## src/rtl/wb_pkg.sv

```systemverilog
// Shared Wishbone definitions: initiator state encoding and default read value.
package wb_pkg;

   localparam int unsigned DEF_RD_WIDTH = 32;

   // Value returned for reads nobody answered; also used by the responder-side default register.
   localparam logic [DEF_RD_WIDTH-1:0] DEF_RD_VALUE = 32'hDEF_FAB_AC;

   typedef enum logic [1:0] {
      WBM_IDLE = 2'd0,
      WBM_BUS  = 2'd1,
      WBM_RESP = 2'd2
   } wbm_state_e;

endpackage : wb_pkg

```

## src/rtl/wb_ack_timer.sv

```systemverilog
// Ack-timeout counter: load to CYCLES, decrement per waiting cycle, flag the last allowed cycle.
module wb_ack_timer #(
   parameter int unsigned CNTR_WIDTH = 4,
   parameter int unsigned CYCLES     = 12
) (
   input  logic clk_i,
   input  logic rst_n_i,
   input  logic load_i,
   input  logic dec_i,
   output logic last_c_o
);

   logic [CNTR_WIDTH-1:0] cnt_q;
   logic [CNTR_WIDTH-1:0] cnt_d;

   // Next count: reload has priority, decrement never wraps below zero.
   always_comb begin
      cnt_d = cnt_q;
      if (load_i) begin
         cnt_d = CNTR_WIDTH'(CYCLES);
      end else if (dec_i && (cnt_q != '0)) begin
         cnt_d = cnt_q - CNTR_WIDTH'(1);
      end
   end

   // Counter register.
   always_ff @(posedge clk_i or negedge rst_n_i) begin
      if (!rst_n_i) begin
         cnt_q <= CNTR_WIDTH'(CYCLES);
      end else begin
         cnt_q <= cnt_d;
      end
   end

   assign last_c_o = (cnt_q == CNTR_WIDTH'(1));

endmodule : wb_ack_timer

```

## src/rtl/wb_cmd_master.sv

```systemverilog
// Single-beat command-to-Wishbone initiator with optional ack timeout.
// Optional feature macro: WB_CMD_MASTER_TIMEOUT_EN (builds the ack timer and abort path).
module wb_cmd_master
   import wb_pkg::*;
#(
   parameter int unsigned ADDRWIDTH          = 10,
   parameter int unsigned DATAWIDTH          = 32,
   parameter int unsigned TIMEOUT_CNTR_WIDTH = 4,
   parameter int unsigned TIMEOUT_CYCLES     = 12,
   parameter logic [DATAWIDTH-1:0] TIMEOUT_RD_VALUE = DATAWIDTH'(DEF_RD_VALUE)
) (
   input  logic                   WBs_CLK_i,
   input  logic                   WBs_RST_n_i,
   input  logic                   cmd_valid_i,
   output logic                   cmd_ready_o,
   input  logic                   cmd_we_i,
   input  logic [ADDRWIDTH-1:0]   cmd_adr_i,
   input  logic [DATAWIDTH-1:0]   cmd_dat_i,
   input  logic [DATAWIDTH/8-1:0] cmd_sel_i,
   output logic                   rsp_valid_o,
   input  logic                   rsp_ready_i,
   output logic [DATAWIDTH-1:0]   rsp_dat_o,
   output logic                   rsp_err_o,
   output logic [ADDRWIDTH-1:0]   WBm_ADR_o,
   output logic                   WBm_CYC_o,
   output logic                   WBm_STB_o,
   output logic                   WBm_WE_o,
   output logic [DATAWIDTH/8-1:0] WBm_BYTE_STB_o,
   output logic [DATAWIDTH-1:0]   WBm_DAT_o,
   input  logic [DATAWIDTH-1:0]   WBm_DAT_i,
   input  logic                   WBm_ACK_i
);

   localparam int unsigned SELWIDTH = DATAWIDTH / 8;

   wbm_state_e state_q, state_d;

   logic                 cmd_ready_q, cmd_ready_d;
   logic                 rsp_valid_q, rsp_valid_d;
   logic [DATAWIDTH-1:0] rsp_dat_q,   rsp_dat_d;
   logic                 rsp_err_q,   rsp_err_d;
   logic [ADDRWIDTH-1:0] adr_q,       adr_d;
   logic                 cyc_q,       cyc_d;
   logic                 stb_q,       stb_d;
   logic                 we_q,        we_d;
   logic [SELWIDTH-1:0]  sel_q,       sel_d;
   logic [DATAWIDTH-1:0] dat_q,       dat_d;

`ifdef WB_CMD_MASTER_TIMEOUT_EN
   logic tmr_load_c;
   logic tmr_dec_c;
   logic tmr_last_c;

   wb_ack_timer #(
      .CNTR_WIDTH (TIMEOUT_CNTR_WIDTH),
      .CYCLES     (TIMEOUT_CYCLES)
   ) u_ack_timer (
      .clk_i    (WBs_CLK_i),
      .rst_n_i  (WBs_RST_n_i),
      .load_i   (tmr_load_c),
      .dec_i    (tmr_dec_c),
      .last_c_o (tmr_last_c)
   );
`else
   // Timeout parameters have no function in this build.
   logic unused_timeout_c;
   assign unused_timeout_c = ^{TIMEOUT_RD_VALUE, 32'(TIMEOUT_CYCLES), 32'(TIMEOUT_CNTR_WIDTH)};
`endif

   // State register.
   always_ff @(posedge WBs_CLK_i or negedge WBs_RST_n_i) begin
      if (!WBs_RST_n_i) begin
         state_q <= WBM_IDLE;
      end else begin
         state_q <= state_d;
      end
   end

   // Next-state and registered-output next values.
   always_comb begin
      state_d     = state_q;
      rsp_valid_d = rsp_valid_q;
      rsp_dat_d   = rsp_dat_q;
      rsp_err_d   = rsp_err_q;
      adr_d       = adr_q;
      cyc_d       = cyc_q;
      stb_d       = stb_q;
      we_d        = we_q;
      sel_d       = sel_q;
      dat_d       = dat_q;
`ifdef WB_CMD_MASTER_TIMEOUT_EN
      tmr_load_c  = 1'b0;
      tmr_dec_c   = 1'b0;
`endif
      unique case (state_q)
         WBM_IDLE: begin
            if (cmd_valid_i && cmd_ready_q) begin
               adr_d   = cmd_adr_i;
               dat_d   = cmd_dat_i;
               sel_d   = cmd_sel_i;
               we_d    = cmd_we_i;
               cyc_d   = 1'b1;
               stb_d   = 1'b1;
               state_d = WBM_BUS;
`ifdef WB_CMD_MASTER_TIMEOUT_EN
               tmr_load_c = 1'b1;
`endif
            end
         end
         WBM_BUS: begin
            if (WBm_ACK_i) begin
               cyc_d       = 1'b0;
               stb_d       = 1'b0;
               we_d        = 1'b0;
               rsp_dat_d   = we_q ? '0 : WBm_DAT_i;
               rsp_err_d   = 1'b0;
               rsp_valid_d = 1'b1;
               state_d     = WBM_RESP;
            end
`ifdef WB_CMD_MASTER_TIMEOUT_EN
            else if (tmr_last_c) begin
               cyc_d       = 1'b0;
               stb_d       = 1'b0;
               we_d        = 1'b0;
               rsp_dat_d   = we_q ? '0 : TIMEOUT_RD_VALUE;
               rsp_err_d   = 1'b1;
               rsp_valid_d = 1'b1;
               state_d     = WBM_RESP;
            end else begin
               tmr_dec_c = 1'b1;
            end
`endif
         end
         WBM_RESP: begin
            if (rsp_ready_i) begin
               rsp_valid_d = 1'b0;
               state_d     = WBM_IDLE;
            end
         end
         default: begin
            state_d = WBM_IDLE;
         end
      endcase
      cmd_ready_d = (state_d == WBM_IDLE);
   end

   // Output registers; reset discards any transfer or pending response.
   always_ff @(posedge WBs_CLK_i or negedge WBs_RST_n_i) begin
      if (!WBs_RST_n_i) begin
         cmd_ready_q <= 1'b0;
         rsp_valid_q <= 1'b0;
         rsp_dat_q   <= '0;
         rsp_err_q   <= 1'b0;
         adr_q       <= '0;
         cyc_q       <= 1'b0;
         stb_q       <= 1'b0;
         we_q        <= 1'b0;
         sel_q       <= '0;
         dat_q       <= '0;
      end else begin
         cmd_ready_q <= cmd_ready_d;
         rsp_valid_q <= rsp_valid_d;
         rsp_dat_q   <= rsp_dat_d;
         rsp_err_q   <= rsp_err_d;
         adr_q       <= adr_d;
         cyc_q       <= cyc_d;
         stb_q       <= stb_d;
         we_q        <= we_d;
         sel_q       <= sel_d;
         dat_q       <= dat_d;
      end
   end

   assign cmd_ready_o    = cmd_ready_q;
   assign rsp_valid_o    = rsp_valid_q;
   assign rsp_dat_o      = rsp_dat_q;
   assign rsp_err_o      = rsp_err_q;
   assign WBm_ADR_o      = adr_q;
   assign WBm_CYC_o      = cyc_q;
   assign WBm_STB_o      = stb_q;
   assign WBm_WE_o       = we_q;
   assign WBm_BYTE_STB_o = sel_q;
   assign WBm_DAT_o      = dat_q;

endmodule : wb_cmd_master
```

## config.mk

```make
export PLATFORM = sky130hd
export DESIGN_NAME = wb_cmd_master
export DESIGN_NICKNAME = d
export VERILOG_FILES = /design/src/rtl/wb_pkg.sv /design/src/rtl/wb_ack_timer.sv /design/src/rtl/wb_cmd_master.sv
export SDC_FILE = /design/constraint.sdc
export NUM_CORES = 1
export LEC_CHECK = 0
export ABC_AREA = 1
export ABC_CLOCK_PERIOD_IN_PS = 1200
export BUFFER_PORTS_ARGS = -buffer_cell sky130_fd_sc_hd__buf_2
export CAP_MARGIN = 25
export CELL_PAD_IN_SITES_DETAIL_PLACEMENT = 1
export CELL_PAD_IN_SITES_GLOBAL_PLACEMENT = 1
export CORE_AREA = 2 2 104 106
export CTS_BUF_LIST = sky130_fd_sc_hd__clkbuf_4 sky130_fd_sc_hd__clkbuf_8
export DETAILED_ROUTE_END_ITERATION = 8
export DIE_AREA = 0 0 106 108
export PLACE_DENSITY_LB_ADDON = 0.1
export REMOVE_ABC_BUFFERS = 1
export SLEW_MARGIN = 10
export SYNTH_ARGS = -nofsm -noshare
export SYNTH_HDL_FRONTEND = slang
export SYNTH_SLANG_ARGS = --single-unit
```

## constraint.sdc

```tcl
create_clock -name WBs_CLK_i -period 1.2 [get_ports WBs_CLK_i]
set_input_delay 0.06 -clock WBs_CLK_i [delete_from_list [all_inputs] [get_ports WBs_CLK_i]]
set_output_delay 0.06 -clock WBs_CLK_i [all_outputs]
set_load 0.03 [all_outputs]
```

Word-level counts from Yosys, hierarchy flattened --
Cells that the tools add are included.
Word-level totals: bits in registers 84, logic and storage cells 36, input port bits 84, output and inout bits 84
Operators by class: muxes and demuxes 13, eq/ne operators 5, reductions and logical operators 9
Operators with widths (count):
- $mux W32 | 1
- $mux W2 | 3
- $ne A2 B2 Y1 const B | 3
- $pmux W1 S2 | 3
- $pmux W2 S3 | 1
- $reduce_and A3 Y1 | 2
- $mux W1 | 5
- $logic_not A2 Y1 | 2
- $reduce_and A2 Y1 | 2
- $reduce_bool A2 Y1 | 2
- $eq A2 B1 Y1 const B | 1
- $eq A2 B2 Y1 const B | 1
- $logic_and A1 B1 Y1 | 1

Logic depth before layout (Yosys ltp) --
Gate-level depths: netlist (run 1).
depth after elaboration 4, mapped depth 7, gate-level depth less buffers 5

Worst setup path after synthesis (run 1) --
No wires, ideal clock.
path type reg-to-reg, start register cmd_ready_q (netlist: cmd_ready_o), end register sel_q[0] (netlist: WBm_BYTE_STB_o[0]), data required time 1.082 ns, cell stages (with the launch flop) 8, period minus slack after synthesis 1.217 ns, library setup time 0.118 ns, path buffers 2, arrival 1.100 ns, path slack -0.017 ns, path through dfrtp_1 nand2_1 inv_1 nand2_1 buf_4 buf_6 nand2_1 nand2_1
On the way: longest elaborated chain between the ends 2
Ends and longest elaborated chain:
- start: declaration | RTL line wb_cmd_master.sv:38 | logic cmd_ready_q, cmd_ready_d;
- start signal: assignment | RTL line wb_cmd_master.sv:161 | cmd_ready_q <= cmd_ready_d;
- $logic_and A1 B1 Y1 | RTL line wb_cmd_master.sv:97 | if (cmd_valid_i && cmd_ready_q) begin
- $reduce_and A2 Y1 (no source line)
- end signal: assignment | RTL line wb_cmd_master.sv:169 | sel_q <= sel_d;
- end: declaration | RTL line wb_cmd_master.sv:46 | logic [SELWIDTH-1:0] sel_q, sel_d;
Every way passes these cells. A chain may end at the register's enable or synchronous reset.

Worst setup path in the final report (run 1) --
start register state_q[1], end register dat_q[23] (netlist: WBm_DAT_o[23])
On the way: longest elaborated chain between the ends 2
Ends and longest elaborated chain:
- start: declaration | RTL line wb_cmd_master.sv:36 | wbm_state_e state_q, state_d;
- start signal: assignment | RTL line wb_cmd_master.sv:75 | state_q <= state_d;
- $logic_not A2 Y1 | RTL line wb_cmd_master.sv:95 | unique case (state_q)
- $reduce_and A2 Y1 (no source line)
- end signal: assignment | RTL line wb_cmd_master.sv:170 | dat_q <= dat_d;
- end: declaration | RTL line wb_cmd_master.sv:47 | logic [DATAWIDTH-1:0] dat_q, dat_d;
Every way passes these cells.

==> results of run 1 <==
## report_power, final
group	switching (µW)	internal, µW	leakage, µW
sequential	706	4120	0.00105
combinational	5120	2190	0.00181
clock	1010	1270	0.000113
## per-layer routing
layer,GRT usage (%),up-vias
met3,3.80,14
met5,0,-
met4,7.33,0
met2,37.1,87
li1,-,1665
met1,23.6,1666
## worst min-delay path, delay by kind of cell
kind / cells / cell delay [ns]
buffers and inverters: 1 / 0.09
and+or+nand+nor: 2 / 0.18
## metrics by stage
stage	instance area (µm²)	total power (µW)
after global placement	4370	11700
after detailed placement	4370	11900
after CTS	5410	14500
after floorplan	3180	9260
after global routing	5430	15400
final	5430	14400
## cell families after synthesis
kind of cell	share of synthesized area [%]
AND/OR/NAND/NOR	26.9
buffers and inverters	5.49
flip-flops	62.8
AO/OA/AOI/OAI	4.78
other	0.112
## cell type report
class	instances	area, µm²
Clock buffer	12	153
Clock inverter	4	72.6
Multi-Input combinational cell	252	1070
Sequential cell	84	2100
Fill cell	1228	4800
Timing Repair Buffer	263	1850
Inverter	4	15.0
Tap cell	136	170
## registers in the layout (all words and copies together) (netlist names)
signal and cells:
WBm_DAT_o 32, rsp_dat_o 32, WBm_ADR_o 10, WBm_BYTE_STB_o 4
state_q 2, WBm_STB_o 1, WBm_WE_o 1, cmd_ready_o 1
rsp_valid_o 1
## worst paths after layout
| kind | startpoint | endpoint | slack [ns] | cells past startpoint |
|---|---|---|---|---|
| worst max-delay path | state_q[1] | WBm_DAT_o[23] | 0.04 | 5 |
| worst max register to register | state_q[1] | WBm_DAT_o[23] | 0.04 | 5 |
| min in group asynchronous | WBs_RST_n_i | rsp_dat_o[26] | 0.15 | 2 |
| worst min-delay path | rsp_ready_i | state_q[1] | 0.02 | 3 |
| max in group asynchronous | WBs_RST_n_i | state_q[0] | 0.58 | 3 |
| worst min register to register | WBm_DAT_o[17] | WBm_DAT_o[17] | 0.47 | 2 |
## layout by cell type, fill, tap and decap left out, drive strengths merged, types with 2 or more instances in the layout
cell type	count
dlygate4sd3	81
inv	4
bufinv	2
nand3	50
buf	182
nand2	165
nand3b	2
nor2	2
clkbuf	12
o21ai	32
dfrtp	84
## what timing repair did
item | in CTS | in global routing
gates resized for setup | 1 | 7
endpoints found under the hold margin | 164 | 0
hold buffers | 81 | 0
endpoints found under the setup margin | 1 | 42
pin swaps | 0 | 0
==> results by group, run 1 <==
Routing
  • Vias: 3432
  • Drt via density: 4.55
  • DR iter-0 viols: 119
  • Detail Route Antenna Nets: 0
  • Met2 routed WL: 5910 µm
  • Wl on met1: 4510 µm
  • DR top layer: met4
  • Met3 WL: around 450 µm
  • DR DRC count: 0
  • DRT Pass-1 Iters: 4
  • Final wirelength: 11100 µm
  • Mean routed wirelength per cell: 14.7 µm

Power and ir drop
  • Cell Pwr Density: roughly 2700 nW/µm²
  • VDD IR max: roughly 1100 µV
  • Total leakage power: ~0.003 µW

Setup path
  • Critical-path cell list: nor2_4, nand2_2, buf_8, nand2_1, nand2_1
  • Crit path max-delay family: flip-flops
  • Type of element launching the critical path: flop
  • Most used cell along the critical path: nand2_1
  • Worst EP required: around 1.4 ns
  • Setup crit end kind: flop
  • Crit path arrival time: 1.40 ns
  • Slowest stage delay, CP: 0.45 ns
  • CP bufs+invs: 1
  • Critical path class: reg -> reg
  • Crit Path Max Fanout: 20
  • CP max-delay cell: dfrtp_2

Placed design
  • Final Wtd Congestion: between 0.7 and 0.8
  • Placed Cells: 658
  • I/O Buffers: 166
  • Worst slack, placed: 0.0316 ns
  • Hpwl dp: around 7100 µm

Floorplanning
  • Die Y: 108 µm
  • Rows: 37
  • Core Box Area: 10200 µm²
  • I/O pin cnt: between 150 and 200
  • Die W: 106 µm
  • Die area: between 10000 and 15000 µm²
  • Initial cell density of the core: between 30% and 40%

Clocking
  • CTS clock-pin slew for the worst setup and hold paths: 0.08 ns
  • CTS tree: built
  • Clk sink count: 84
  • Max Root-Sink Buffers: 2
  • TritonCTS Buffers: 9
  • Root Driver: clkbuf_8
  • Clk_lat worst skew: 0.35 ns
  • H-tree Lvls: 3
  • Post-CTS setup buffers: 0

Logic synthesis
  • EDFF count, synth: 0
  • Most common cell in the synthesized netlist: nand2_1
  • FFs w/ async S/R, synth: 100%
  • Yosys cell types: 16
  • Post-synth top area share: a little over three fifths
  • Largest area contributor in the netlist: dfrtp_1
  • Seq/Total Area, Yosys: 62.8%
  • Top cells by area, synth: dfrtp_1 63%, nand2_1 18%, nand3_1 7.3%, o21ai_1 3.0%, buf_2 1.8%
  • Synthesis-stage register bit count: 84
  • Top_reg_cell synth: dfrtp_1
  • Top post-synthesis cells by count: 165 x nand2_1, 84 x dfrtp_1, 49 x nand3_1
  • Ys Warns: 0
  • Synthesized area: 3350 µm²
  • Post-Syn Instances: around 370
  • Avg Cell Area, Syn: slightly above 9 µm²

Timing
  • TNS Setup: 0 ns
  • Fmax: 0.864 GHz
  • Minimum clock period: 1.16 ns
  • Worst Clk Skew: 0.00609 ns
  • PnR worst setup slack: 0.0432 ns
  • Slew Viols, Final: 0
  • Final period util: 96.4%
  • Final hold vios: 0
  • Final setup fails: 0
  • Hold Slack: approximately 0.019 ns
  • RSZ-0062 raised after global routing: yes

Global route
  • Number of global-route vias before repair: 3666
  • First-pass GRT wire length: 18100 µm
  • Global Route Usage Sum: 20.2%
  • Largest net degree at the start of global routing: 44
  • Global route total overflow: 0
  • Initial antenna violation count: 0

Finish
  • Area grow syn2layout: 62.2%
  • Final nets: 698
  • Diodes inserted: 0
  • Final core occ: a little over half
  • Layout Cells excl Fill: approximately 760
  • Layout cell share with drive strength beyond 1: 33.0%

Job
  • Max Cap Violations: 0

Outcome
  • Outcome: finished, final reports clean

Worst hold path
  • Hold Crit Class: in -> reg
No activity file was read; power rests on OpenSTA's default activity.
==> run 2: changes to the inputs <==
==> config.mk (replaced) <==
export PLATFORM = sky130hd
export DESIGN_NAME = wb_cmd_master
export DESIGN_NICKNAME = d
export VERILOG_FILES = /design/src/rtl/wb_pkg.sv /design/src/rtl/wb_ack_timer.sv /design/src/rtl/wb_cmd_master.sv
export SDC_FILE = /design/constraint.sdc
export NUM_CORES = 1
export LEC_CHECK = 0
export ABC_AREA = 1
export ABC_CLOCK_PERIOD_IN_PS = 1200
export BUFFER_PORTS_ARGS = -buffer_cell sky130_fd_sc_hd__buf_2
export CAP_MARGIN = 25
export CORE_AREA = 2 2 88 90
export CTS_BUF_LIST = sky130_fd_sc_hd__clkbuf_8
export DETAILED_ROUTE_END_ITERATION = 8
export DIE_AREA = 0 0 90 92
export PLACE_DENSITY = 0.8
export SLEW_MARGIN = 10
export SYNTH_ARGS = -nofsm -noshare
export SYNTH_HDL_FRONTEND = slang
export SYNTH_SLANG_ARGS = --single-unit
==> run 2 against run 1 <==
- clock skew grew 0.0034 ns
- cell count shrank 5.7%
- critical path type unchanged
- critical endpoint is now rsp_dat_o[15]
- worst hold slack gained 0.0061 ns
- clock power shrank 9.2%
==> results by group, run 2 (synthesis results as in run 1) <==
Outcome
  • Outcome: finished, final reports clean (unchanged)

Placed design
  • Final Wtd Congestion: 0.785 (was 0.723)
  • I/O Buffers: 166 (unchanged)
  • Hpwl dp: 5700 µm (was 7090 µm)
  • Placed cell areas: 4280 µm² (was 4370 µm²)

Timing
  • Slew Viols, Final: 0 (unchanged)
  • Worst Clk Skew: 0.00949 ns (was 0.00609 ns)
  • Final setup fails: 0 (unchanged)
  • Final period util: 98.9% (was 96.4%)
  • Minimum clock period: 1.19 ns (was 1.16 ns)
  • Hold Slack: 0.0253 ns (was 0.0192 ns)
  • TNS Setup: 0 ns (unchanged)
  • Fmax: 0.842 GHz (was 0.864 GHz)
  • RSZ-0062 raised after global routing: yes (unchanged)
  • Final hold vios: 0 (unchanged)

Worst hold path
  • Worst hold path depth: 3 (unchanged)
  • Min-Delay Endpoint: rsp_dat_o[17] (was state_q[1])
  • Hold Startpoint: WBm_DAT_i[17] (was rsp_ready_i)
  • Hold Crit Class: in -> reg (unchanged)

Finish
  • Diodes inserted: 0 (unchanged)
  • Area grow syn2layout: 58.1% (was 62.2%)
  • Final instance area: 5300 µm² (was 5430 µm²)
  • Number of fill cells in the layout: 529 (was 1228)
  • Final nets: 689 (was 698)
  • Layout cell share with drive strength beyond 1: 32.1% (was 33.0%)
  • Final core occ: 71.1% (was 53.1%)
  • Commonest non-fill, non-tap cells in the layout: 165 x nand2_1, 165 x buf_2, 83 x dfrtp_1 (was 165 x buf_2, 164 x nand2_1, 82 x dfrtp_1)

Clocking
  • Clk sink count: 84 (unchanged)
  • Max Root-Sink Buffers: 2 (unchanged)
  • CTS clock-pin slew for the worst setup and hold paths: 0.08 ns (about the same)
  • TritonCTS Buffers: 9 (unchanged)
  • H-tree Lvls: 3 (unchanged)
  • Post-CTS setup buffers: 0 (unchanged)
  • Root Driver: clkbuf_8 (unchanged)
  • Clk_lat worst skew: 0.33 ns (was 0.35 ns)
  • CTS tree: built (unchanged)

Power and ir drop
  • Cell Pwr Density: 2670 nW/µm² (was 2660 nW/µm²)
  • VDD IR max: 1350 µV (was 1050 µV)
  • Total leakage power: 0.00293 µW (was 0.00298 µW)

Setup path
  • Worst EP required: 1.40 ns (was 1.44 ns)
  • Crit Path Max Fanout: 34 (was 20)
  • R2r setup slk: 0.01 ns (was 0.04 ns)
  • Slowest stage delay, CP: 0.44 ns (was 0.45 ns)
  • Depth of the worst register-to-register path: 5 (unchanged)
  • Critical path class: reg -> reg (unchanged)
  • CP max-delay cell: dfrtp_1 (was dfrtp_2)
  • R2R Path End: rsp_dat_o[15] (was WBm_DAT_o[23])
  • Setup crit end kind: flop (unchanged)
  • Crit path arrival time: 1.39 ns (was 1.40 ns)
  • Critical-path cell list: inv_2, nand3_2, buf_12, nand2_1, o21ai_0 (was nor2_4, nand2_2, buf_8, nand2_1, nand2_1)
  • Type of element launching the critical path: flop (unchanged)
  • Worst reg2reg path startpoint: state_q[1] (unchanged)

Floorplanning
  • Rows: 32 (was 37)
  • Die Y: 92 µm (was 108 µm)
  • Die W: 90 µm (was 106 µm)
  • Die area: 8280 µm² (was 11400 µm²)
  • Core Box Area: 7450 µm² (was 10200 µm²)
  • I/O pin cnt: 168 (unchanged)
  • Initial cell density of the core: 45.0% (was 32.7%)

Routing
  • DR DRC count: 0 (unchanged)
  • Detail Route Antenna Nets: 0 (unchanged)
  • Vias: 3466 (was 3432)
  • DR iter-0 viols: 147 (was 119)
  • Final wirelength: 10300 µm (was 11100 µm)
  • Mean routed wirelength per cell: 14.4 µm (was 14.7 µm)
  • DRT Pass-1 Iters: 5 (was 4)
  • Drt via density: 4.87 (was 4.55)

Global route
  • Number of global-route vias before repair: 3567 (was 3666)
  • Initial antenna violation count: 0 (unchanged)
  • Global route total overflow: 0 (unchanged)
  • Global Route Usage Sum: 24.9% (was 20.2%)
  • Largest net degree at the start of global routing: 85 (was 44)
  • First-pass GRT wire length: 16500 µm (was 18100 µm)

Logic synthesis
  • Synthesized net count: approximately 450

Job
  • Max Cap Violations: 0 (unchanged)
[run 2: routing by layer]
layer	vias to the layer above	GRT usage, %	share of wire [%]
li1	1646	-	-
met1	1627	29.5	39
met3	32	3.86	4.6
met2	161	43.9	52
met5	-	0	0
met4	0	13.5	3.5
[run 2: repair_timing]
item,in CTS,in global routing
hold buffers,77,1
resized for setup,0,4
setup endpoints to repair,0,53
hold endpoints to repair,160,1
[run 2: worst max path at each step]
stage                          start            end  slack, ns
final                     state_q[1]  rsp_dat_o[15]       0.01
after floorplan             WBm_WE_o  rsp_dat_o[10]       0.02
after CTS                 state_q[1]    cmd_ready_o       0.03
after detailed placement  state_q[1]   WBm_ADR_o[2]       0.05
after global placement    state_q[1]       WBm_WE_o       0.06
after global routing      state_q[1]   WBm_DAT_o[1]      -0.06
[run 2: power by group]
part | internal (µW) | leakage (µW) | switching (µW)
Combinational | 2150 | 0.00178 | 5060
Clock | 1080 | 0.000106 | 999
Sequential | 4120 | 0.00105 | 723
[run 2: per-stage QoR]
step | std cells | worst slack (ns) | power, µW
after floorplan | 367 | 0.0160 | 9620
final | 712 | 0.0129 | 14100
after global placement | 617 | 0.0621 | 11500
after global routing | 712 | -0.0560 | 15000
after detailed placement | 617 | 0.0466 | 11700
after CTS | 710 | 0.0294 | 14000
[run 2: area by class of cell]
cell class	count	area, µm²	share of cell area [%]
Sequential cell	84	2100	39.7
Timing Repair Buffer	254	1770	33.4
Multi-Input combinational cell	252	1070	20.2
Tap cell	102	128	2.41
Clock inverter	5	60.1	1.13
Inverter	4	15.0	0.284
Clock buffer	11	151	2.86
[run 2: critical path: cells and delay by family (launching register included)]
kind	cells	cell delay, ns
AO/OA/AOI/OAI	1	0.09
buffers and inverters	2	0.30
flip-flops	1	0.44
AND/OR/NAND/NOR	2	0.22
==> run 3: changes to the inputs <==
--- a/config.mk
+++ b/config.mk
@@ -14,6 +14,7 @@
 export DETAILED_ROUTE_END_ITERATION = 8
 export DIE_AREA = 0 0 90 92
 export PLACE_DENSITY = 0.8
+export SETUP_SLACK_MARGIN = 0.02
 export SLEW_MARGIN = 10
 export SYNTH_ARGS = -nofsm -noshare
 export SYNTH_HDL_FRONTEND = slang
==> run 3 against run 2 <==
- the run now ends with negative hold slack left
- critical path depth stayed put
- first-iteration DRC count increased by 6.1%
- design area rose by 0.47%
- total power shrank 0.11%
- fmax up 3.9%
- worst hold slack got worse by 0.034 ns
- clock power is 4% lower
- highest routed layer unchanged
==> results by group, run 3 (synthesis results as in run 1) <==
Outcome
  • Outcome: finished, violations left (was finished, final reports clean)
  • Failing checks: negative hold slack

Placed design
  • Placed Cells: 620 (was 617)
  • Final Wtd Congestion: 0.780 (was 0.785)
  • I/O Buffers: 166 (unchanged)
  • Hpwl dp: 5680 µm (was 5700 µm)
  • Placed cell areas: 4300 µm² (was 4280 µm²)

Routing
  • Final wirelength: 9680 µm (was 10300 µm)
  • DR iter-0 viols: 156 (was 147)
  • Mean routed wirelength per cell: 13.5 µm (was 14.4 µm)
  • DR DRC count: 0 (unchanged)
  • Detail Route Antenna Nets: 0 (unchanged)
  • Drt via density: 4.75 (was 4.87)
  • Vias: 3395 (was 3466)
  • DRT Pass-1 Iters: 4 (was 5)

Timing
  • Fmax: 0.875 GHz (was 0.842 GHz)
  • Slew Viols, Final: 0 (unchanged)
  • Final period util: 95.2% (was 98.9%)
  • RSZ-0062 raised after global routing: yes (unchanged)
  • Final setup fails: 0 (unchanged)
  • Worst Clk Skew: 0.0122 ns (was 0.00949 ns)
  • TNS Setup: 0 ns (unchanged)
  • Final hold vios: 1 (was 0)
  • Hold Slack: -0.00828 ns (was 0.0253 ns)
  • Minimum clock period: 1.14 ns (was 1.19 ns)

Setup path
  • R2r setup slk: 0.06 ns (was 0.01 ns)
  • Setup crit end kind: flop (unchanged)
  • Depth of the worst register-to-register path: 5 (unchanged)
  • Crit path arrival time: 1.37 ns (was 1.39 ns)
  • Type of element launching the critical path: flop (unchanged)
  • Critical path class: reg -> reg (unchanged)
  • Worst reg2reg path startpoint: state_q[0] (was state_q[1])
  • Crit Path Max Fanout: 23 (was 34)
  • R2R Path End: WBm_DAT_o[14] (was rsp_dat_o[15])
  • Worst EP required: 1.43 ns (was 1.40 ns)

Clocking
  • Clk_lat worst skew: 0.34 ns (was 0.33 ns)
  • CTS tree: built (unchanged)
  • Max Root-Sink Buffers: 2 (unchanged)
  • TritonCTS Buffers: 9 (unchanged)
  • Clk sink count: 84 (unchanged)
  • Root Driver: clkbuf_8 (unchanged)
  • CTS clock-pin slew for the worst setup and hold paths: 0.08 ns (about the same)
  • H-tree Lvls: 3 (unchanged)

Global route
  • First-pass GRT wire length: 16000 µm (was 16500 µm)
  • Number of global-route vias before repair: 3450 (was 3567)
  • Global Route Usage Sum: 24.0% (was 24.9%)
  • Initial antenna violation count: 0 (unchanged)
  • Global route total overflow: 0 (unchanged)
  • Largest net degree at the start of global routing: 85 (unchanged)

Power and ir drop
  • Cell Pwr Density: 2650 nW/µm² (was 2670 nW/µm²)
  • Total power: 14100 µW (about the same)
  • VDD IR max: 1490 µV (was 1350 µV)
  • Total leakage power: 0.00293 µW (about the same)

Logic synthesis
  • Synthesized net count: 451 (unchanged)

Finish
  • Layout Cells excl Fill: 715 (was 712)
  • Commonest non-fill, non-tap cells in the layout: 165 x buf_2, 161 x nand2_1, 81 x dfrtp_1 (was 165 x nand2_1, 165 x buf_2, 83 x dfrtp_1)
  • Layout cell share with drive strength beyond 1: 33.3% (was 32.1%)
  • Area grow syn2layout: 58.8% (was 58.1%)
  • Diodes inserted: 0 (unchanged)
  • Final instance area: 5320 µm² (was 5300 µm²)
  • Final nets: 692 (was 689)
  • Commonest non-fill, non-tap cell in the layout: buf_2

Worst hold path
  • Hold Crit Class: in -> reg (unchanged)
  • Hold Startpoint: WBm_DAT_i[13] (was WBm_DAT_i[17])
  • Worst hold path depth: 3 (unchanged)
  • Min-Delay Endpoint: rsp_dat_o[13] (was rsp_dat_o[17])

Floorplanning
  • Die W: 90 µm (unchanged)
  • Initial cell density of the core: 45.0% (unchanged)
  • Die area: 8280 µm² (unchanged)
  • Rows: 32 (unchanged)
  • I/O pin cnt: 168 (unchanged)
  • Die Y: 92 µm (unchanged)
  • Core Box Area: 7450 µm² (unchanged)

Job
  • Max Cap Violations: 0 (unchanged)
==> run 3: per-layer routing <==
layer	share of wire, %	GRT usage (%)
met1	41	29.1
met2	51	41.9
met5	0	0
met3	5.3	3.78
met4	3.0	11.8
==> run 3: area by class of cell <==
cell class | count | area [µm²]
Fill cell | 541 | 2130
Sequential cell | 84 | 2110
Timing Repair Buffer | 257 | 1790
Multi-Input combinational cell | 252 | 1080
Tap cell | 102 | 128
Clock buffer | 9 | 124
Clock inverter | 7 | 76.3
Inverter | 4 | 15.0
==> run 3: worst max path at each step <==
stage | startpoint | to | slack (ns) | cells after the start
final | state_q[0] | WBm_DAT_o[14] | 0.06 | 5
after global routing | state_q[1] | rsp_dat_o[15] | -0.006 | 5
after CTS | state_q[1] | rsp_dat_o[17] | 0.03 | 4
after detailed placement | state_q[1] | WBm_DAT_o[26] | 0.02 | 5
after global placement | state_q[1] | WBm_WE_o | 0.06 | 5
after floorplan | WBm_WE_o | rsp_dat_o[0] | 0.03 | 4
==> run 3: through the flow <==
step | utilization, % | setup slack, ns
3_5_place_dp | 57.7 | 0.0236
2_1_floorplan | - | 0.0349
4_1_cts | 71.1 | 0.0279
6_report | 71.4 | 0.0577
3_3_place_gp | 57.7 | 0.0641
5_1_grt | 71.4 | -0.00613
==> run 3: what timing repair did <==
action | 4_1_cts | 5_1_grt
resized for setup | 1 | 11
setup buffers | 0 | 0
endpoints found under the setup margin | 4 | 60
hold buffers | 79 | 0
pin swaps | 0 | 1
hold endpoints to repair | 163 | 0
==> run 3: power breakdown <==
group          internal [µW]  switching [µW]  total [µW]  leakage, µW
clock network            972            1030        2000    0.0000958
registers               4120             730        4850      0.00105
logic                   2200            5050        7250      0.00179
==> run 3: critical path: stages, from the launching register on <==
cell	delay, ns
dfrtp_2	0.45
nor2_4	0.18
nand2_4	0.09
buf_12	0.16
nand2_1	0.09
nand2_1	0.06
